`config.mk`:
```
export PLATFORM = sky130hd
export DESIGN_NAME = aes_gcm_tag_stage
export DESIGN_NICKNAME = d
export VERILOG_FILES = /design/src/rtl/aes_gcm_tag_stage.sv
export SDC_FILE = /design/constraint.sdc
export NUM_CORES = 2
export LEC_CHECK = 0
export ABC_AREA = 1
export CAP_MARGIN = 20
export CORE_MARGIN = 4
export CORE_UTILIZATION = 40
export DETAILED_ROUTE_END_ITERATION = 12
export PLACE_DENSITY_LB_ADDON = 0.15
export SYNTH_ARGS = -nofsm -noshare
export SYNTH_HDL_FRONTEND = slang
export SYNTH_SLANG_ARGS = --single-unit
```
`constraint.sdc`:
```
create_clock -name clk -period 3.13 [get_ports clk]
set_input_delay 0.4695 -clock clk [delete_from_list [all_inputs] [get_ports clk]]
set_output_delay 0.4695 -clock clk [all_outputs]
set_load 0.1 [all_outputs]
```
`src/rtl/aes_gcm_tag_stage.sv`:
```
// aes_gcm_tag_stage
// Terminal stage of the AES-GCM encrypt pipeline. Each accepted beat carries
// one counter-mode keystream block E(K,CB) and one plaintext block; the stage
// emits ciphertext = plaintext ^ E(K,CB). In parallel it runs GHASH over the
// single AAD block, every ciphertext block and the GCM length block, using a
// digit-serial GF(2^128) multiplier. Once per instance it emits the tag
// GHASH ^ E(K,J0).
//
// Ports
//   clk, rst          rising-edge clock, synchronous active-high reset
//   i_valid/o_ready   beat handshake; o_ready is high only in IDLE/WAIT_DATA
//   i_new_instance    first beat of an instance (latches H, EJ0, AAD, sizes)
//   i_last            last beat of an instance (may coincide with new)
//   i_h               hash subkey H
//   i_encrypted_j0    E(K,J0), used to mask the final GHASH value
//   i_encrypted_cb    E(K,CB) for this beat
//   i_plain_text      plaintext block
//   i_aad             single zero-padded AAD block
//   i_instance_size   [0:63] AAD bit length, [64:127] text bit length
//   o_ct_valid        one-cycle ciphertext strobe
//   o_cipher_text     ciphertext, tail bits of a partial last block forced to 0
//   o_tag_valid       one-cycle tag strobe
//   o_tag             authentication tag
//
// All 128-bit vectors use GCM bit order: index 0 is the leftmost bit (x^0).
module aes_gcm_tag_stage #(
    parameter int DIGIT_BITS = 8
) (
    input  logic         clk,
    input  logic         rst,
    input  logic         i_valid,
    output logic         o_ready,
    input  logic         i_new_instance,
    input  logic         i_last,
    input  logic [0:127] i_h,
    input  logic [0:127] i_encrypted_j0,
    input  logic [0:127] i_encrypted_cb,
    input  logic [0:127] i_plain_text,
    input  logic [0:127] i_aad,
    input  logic [0:127] i_instance_size,
    output logic         o_ct_valid,
    output logic [0:127] o_cipher_text,
    output logic         o_tag_valid,
    output logic [0:127] o_tag
);

    localparam int           M          = 128 / DIGIT_BITS;
    localparam logic [6:0]   LAST_DIGIT = 7'(M - 1);
    localparam logic [0:127] R_POLY     = {8'he1, 120'd0};
    localparam logic [0:127] ALL_ONES   = '1;

    typedef enum logic [2:0] {
        IDLE,
        MUL_AAD,
        WAIT_DATA,
        MUL_DATA,
        MUL_LEN,
        DONE
    } state_t;

    state_t       state;
    logic [0:127] h_reg;
    logic [0:127] ej0_reg;
    logic [0:127] len_reg;
    logic [0:127] ct_reg;
    logic         last_reg;
    logic [0:127] z_reg;
    logic [0:127] v_reg;
    logic [0:127] x_reg;
    logic [6:0]   cnt;

    logic [0:127] z_next;
    logic [0:127] v_next;
    logic         accept;
    logic         start;
    logic         data_beat;
    logic [0:127] beat_len;
    logic [6:0]   rem_bits;
    logic [0:127] keep_mask;
    logic [0:127] ct_beat;
    logic         text_empty;
    logic         aad_empty;

    // The ready gate also looks at rst so that upstream never sees a
    // handshake complete on an edge where the stage is being reset.
    assign o_ready   = !rst && (state == IDLE || state == WAIT_DATA);
    assign accept    = i_valid && o_ready;
    assign start     = accept && i_new_instance;
    assign data_beat = accept && !i_new_instance && (state == WAIT_DATA);

    // A new-instance beat carries its own length block; later beats use the
    // one latched at the start of the instance.
    assign beat_len   = start ? i_instance_size : len_reg;
    assign rem_bits   = beat_len[121:127];
    assign text_empty = (i_instance_size[64:127] == 64'd0);
    assign aad_empty  = (i_instance_size[0:63] == 64'd0);

    // Only a partial final block is trimmed; bits [r:127] are cleared so the
    // same value feeds both the output and GHASH.
    assign keep_mask = (i_last && rem_bits != 7'd0) ? ~(ALL_ONES >> rem_bits) : ALL_ONES;
    assign ct_beat   = (i_plain_text ^ i_encrypted_cb) & keep_mask;

    // One digit of the shift-and-add multiply. x_reg is pre-shifted so the
    // next unconsumed X bit always sits at index 0; V is reduced by R after
    // every single-bit step.
    always_comb begin
        z_next = z_reg;
        v_next = v_reg;
        for (int i = 0; i < DIGIT_BITS; i++) begin
            if (x_reg[i]) begin
                z_next = z_next ^ v_next;
            end
            v_next = v_next[127] ? ((v_next >> 1) ^ R_POLY) : (v_next >> 1);
        end
    end

    // Control FSM and datapath registers. When one multiply finishes and the
    // next begins on the same edge, the new X operand is built straight from
    // z_next so no cycle is lost between phases. Between data beats the
    // running GHASH value Y is parked in z_reg.
    always_ff @(posedge clk) begin
        if (rst) begin
            state         <= IDLE;
            h_reg         <= '0;
            ej0_reg       <= '0;
            len_reg       <= '0;
            ct_reg        <= '0;
            last_reg      <= 1'b0;
            z_reg         <= '0;
            v_reg         <= '0;
            x_reg         <= '0;
            cnt           <= '0;
            o_ct_valid    <= 1'b0;
            o_cipher_text <= '0;
            o_tag_valid   <= 1'b0;
            o_tag         <= '0;
        end else begin
            o_ct_valid  <= 1'b0;
            o_tag_valid <= 1'b0;
            case (state)
                IDLE, WAIT_DATA: begin
                    if (start) begin
                        h_reg    <= i_h;
                        ej0_reg  <= i_encrypted_j0;
                        len_reg  <= i_instance_size;
                        ct_reg   <= ct_beat;
                        last_reg <= i_last;
                        z_reg    <= '0;
                        v_reg    <= i_h;
                        cnt      <= '0;
                        if (!text_empty) begin
                            o_cipher_text <= ct_beat;
                            o_ct_valid    <= 1'b1;
                        end
                        if (!aad_empty) begin
                            x_reg <= i_aad;
                            state <= MUL_AAD;
                        end else if (!text_empty) begin
                            x_reg <= ct_beat;
                            state <= MUL_DATA;
                        end else begin
                            x_reg <= i_instance_size;
                            state <= MUL_LEN;
                        end
                    end else if (data_beat) begin
                        ct_reg        <= ct_beat;
                        last_reg      <= i_last;
                        o_cipher_text <= ct_beat;
                        o_ct_valid    <= 1'b1;
                        x_reg         <= z_reg ^ ct_beat;
                        z_reg         <= '0;
                        v_reg         <= h_reg;
                        cnt           <= '0;
                        state         <= MUL_DATA;
                    end
                end
                MUL_AAD, MUL_DATA, MUL_LEN: begin
                    if (cnt == LAST_DIGIT) begin
                        cnt   <= '0;
                        z_reg <= '0;
                        v_reg <= h_reg;
                        if (state == MUL_AAD) begin
                            if (len_reg[64:127] == 64'd0) begin
                                x_reg <= z_next ^ len_reg;
                                state <= MUL_LEN;
                            end else begin
                                x_reg <= z_next ^ ct_reg;
                                state <= MUL_DATA;
                            end
                        end else if (state == MUL_DATA) begin
                            if (last_reg) begin
                                x_reg <= z_next ^ len_reg;
                                state <= MUL_LEN;
                            end else begin
                                z_reg <= z_next;
                                state <= WAIT_DATA;
                            end
                        end else begin
                            z_reg       <= z_next;
                            o_tag       <= z_next ^ ej0_reg;
                            o_tag_valid <= 1'b1;
                            state       <= DONE;
                        end
                    end else begin
                        cnt   <= cnt + 7'd1;
                        z_reg <= z_next;
                        v_reg <= v_next;
                        x_reg <= x_reg << DIGIT_BITS;
                    end
                end
                DONE: begin
                    state <= IDLE;
                end
                default: begin
                    state <= IDLE;
                end
            endcase
        end
    end

endmodule

```
==> impl_metrics.ini <==
[outcome]
run_status = completed

[drt]
wire_per_inst_um = 24.67
drt_iter0_markers = 9657
totalWireLength_um = 392400
detailroute.via_count = 88262
vias_per_cell = 5.549
detail-route-antenna-nets = 0
final_routed_drc_violation_total = 0
drt_first_pass_iters = 8

[clocking]
cts_max_level = 4
clock_tree.buffer_depth = 3
clock_latency_ns = 0.85
tritoncts = done
cts_made_buffers = 143
clockRootBuffer = clkbuf_16
worst_setup_hold_path_clk_slew_ns = 0.06
clock_sinks = 1165

[setup_path]
critPathMaxStageDelay_ns = 0.37
setup.reg_to_reg.worst_slack_ns = 0.002
family_of_cells_with_the_greatest_summed_delay_on_the_critical_path = simple AND/OR/NAND/NOR gates
timing.critical_path.cells = nor2_4 > nand3_1 > buf_4 > nor3_2 > nor2_1 > nand2_4 > inv_8 > nor3_4 > inv_6 > buf_12 > a21oi_1 > buf_4 > nand2_1 > a21oi_1 > nor2_1
crit_slowest_cell = dfxtp_1
worst_ep_required_time_ns = 3.84
timing.rr.end = x_reg[105]
arrival_ns = 3.84
worstPathBufferInverterCount = 5
timing.critical_path.fanout_max = 14
worst_setup_path_start_kind = register
critical_path_class = reg2reg
reg2regPathDepth = 15
endpoint_kind = register
rr_startpoint = state[2]

[floorplanning]
dieHeight_um = 440.4
effective_utilization_at_floorplan_pct = 40.29
die_w_um = 440.4
coreArea_sq_mm = 0.1856
std_cell_rows = 158
ioPinCount = 1032
die_area_sq_mm = 0.1940

[placed_design]
hpwl_um = 289500
port-buffer-count = 1031
place_worst_setup_slack_ns = -0.9944
place_area_sq_mm = 0.09273
gp_routability_congestion = 0.9902
placedCellCount = 15604

[synth]
synth_nets = 12807
post_synth_instance_area_sq_mm = 0.07480
ys_async_sr_fraction_pct = 0
synth_sequential_area_ratio_pct = 31.18
yosys_warnings = 0
synth_ff_type = dfxtp_1
most_frequent_cells_after_synthesis = nand2_1, nand3_1, dfxtp_1
register_bit_total_from_synthesis = 1165
synth-edff-count = 0
ys_top_cells_by_area = dfxtp_1, nand2_1, xor2_1, nand3_1, a21oi_1
synth_largest_area_cell = dfxtp_1
post_synth_num_cell_types = 48
yosys.cell_count.top_type = nand2_1
post_synth.cell_area_avg_sq_um = 6.216
synth_cells = 12033
yosysTopAreaCellShare_pct = 31.18

[timing]
max_slew_margin_pct = 28.38
fin_tns_setup_ns = 0
timing.clock.skew_ns = 0.03042
finalCritPeriodShare_pct = 99.95
setup-violations-final = 0
hold_violations = 0
period_minus_slack_ns = 3.128
slew_violations = 0
fmax_mhz = 319.7
worst-slew-pin-transition_ns = 1.074
final_critical_path_setup_slack_ns = 0.001618
timing.hold.ws_ns = 0.1818

[grt]
antenna_found_initial = 55
grt_remaining_overflow = 0
grt_pass1_vias = 80756
grt_first_pass_wirelength_um = 557900
grtUsageTotal_pct = 38.65
pin_count_of_the_biggest_net_entering_global_routing = 205

[job]
max_cap_violations = 0

[layout]
num-nets-final = 14048
summed_area_of_non_filler_cells_in_the_final_layout_sq_mm = 0.09784
layout_overhead_on_the_synthesized_area_pct = 30.80
final_cells = 15907
share_of_final_layout_standard_cells_stronger_than_drive_strength_1_pct = 11.18

[worst_hold_path]
hold_end = ej0_reg[117]
worstHoldPathType = in2reg
whs_path_depth = 3
hold_start = i_encrypted_j0[117]

[power_and_ir_drop]
powerDensity_mw_per_mm2 = 958.2
peakVddDrop_v = 0.0008577
cellLeakagePower_nw = 42.66
-- per-stage QoR --
step | utilization (%) | power, W
after floorplan | - | 0.05167
after global placement | 49.95 | 0.07338
after detailed placement | 49.95 | 0.07400
after CTS | 52.61 | 0.09196
after global routing | 52.69 | 0.09873
final | 52.70 | 0.09374
-- layer usage --
layer | share of wire, % | track usage (%) | vias up
met5 | 0.0056 | 0 | -
met4 | 7.4 | 25.60 | 4
met3 | 8.1 | 5.677 | 913
met2 | 44 | 59.63 | 4322
met1 | 41 | 50.11 | 41745
li1 | - | - | 41278
-- how the worst max path moves through the flow --
stage                   startpoint  cells past startpoint                 to  slack, ns
3_3_place_gp   i_instance_size[64]                     14  o_cipher_text[66]      -0.94
3_5_place_dp   i_instance_size[64]                     14  o_cipher_text[55]      -0.99
4_1_cts                   state[2]                     18           x_reg[2]       0.05
5_1_grt                   state[2]                     19         x_reg[125]     -0.003
6_report                  state[2]                     15         x_reg[105]      0.002
2_1_floorplan                  rst                      4            o_ready       0.36
-- worst reg2reg max path: stages, from the launching register on --
cell and delay (ns):
dfxtp_1 0.37, nor2_4 0.26, nand3_1 0.19, buf_4 0.18
nor3_2 0.21, nor2_1 0.14, nand2_4 0.13, inv_8 0.04
nor3_4 0.29, inv_6 0.21, buf_12 0.24, a21oi_1 0.31
buf_4 0.19, nand2_1 0.08, a21oi_1 0.12, nor2_1 0.05
-- cells by family after synthesis --
group	synth area share [%]
and+or+nand+nor	32.55
AOI/OAI and AO/OA	16.04
buffers and inverters	9.720
DFF	31.18
xor gates and xnor gates	10.36
muxes	0.1338
adders and majority gates	0.01672
-- placed cells by master (no fill, tap or decap), types with 10 or more instances in the layout --
cell type and count:
nand3b_1 127, xor2_1 776, nor4_1 21, a211oi_1 17, a21oi_1 1108, clkinv_2 24
nor3_1 13, nand2b_1 35, nand2_2 11, nand2_1 3527, dfxtp_1 1157, nor2_1 686
o21ai_0 933, clkbuf_16 149, clkdlybuf4s50_1 770, inv_1 1069, o211ai_1 28, diode_2 43
nand3_1 1271, o21ai_1 31, o221ai_1 115, or2_2 61, clkbuf_8 20, clkbuf_1 28
xnor2_1 109, nand4_1 29, mux2i_1 10, bufinv_16 15, buf_4 1011, buf_12 127
-- final cells by class --
class                      instances  area (sq um)
clock buffer                     197          4109
sequential                      1165         23350
antenna                           43         107.6
multi-input combinational       8967         44360
tap                             2480          3103
fill                           18546         87790
timing repair buffer            1911         17880
inverter                        1086          4134
clock inverter                    58         789.5
-- power by group --
group          total, W  internal [W]  leakage [nW]  switching, W
Sequential       0.0229        0.0178          9.51       0.00508
Clock            0.0178        0.0105          2.40       0.00738
Combinational    0.0530        0.0173          30.8        0.0356
-- repair_timing --
| item | CTS | global route |
|---|---|---|
| endpoints found under the hold margin | 1 | 0 |
| buffers inserted | 0 | 4 |
| cloned | 0 | 0 |
| endpoints found under the setup margin | 53 | 76 |
| gates resized for setup | 8 | 12 |
| hold buffers | 1 | 0 |
| pin swaps | 0 | 1 |
Power figures use the tool's default switching activity.
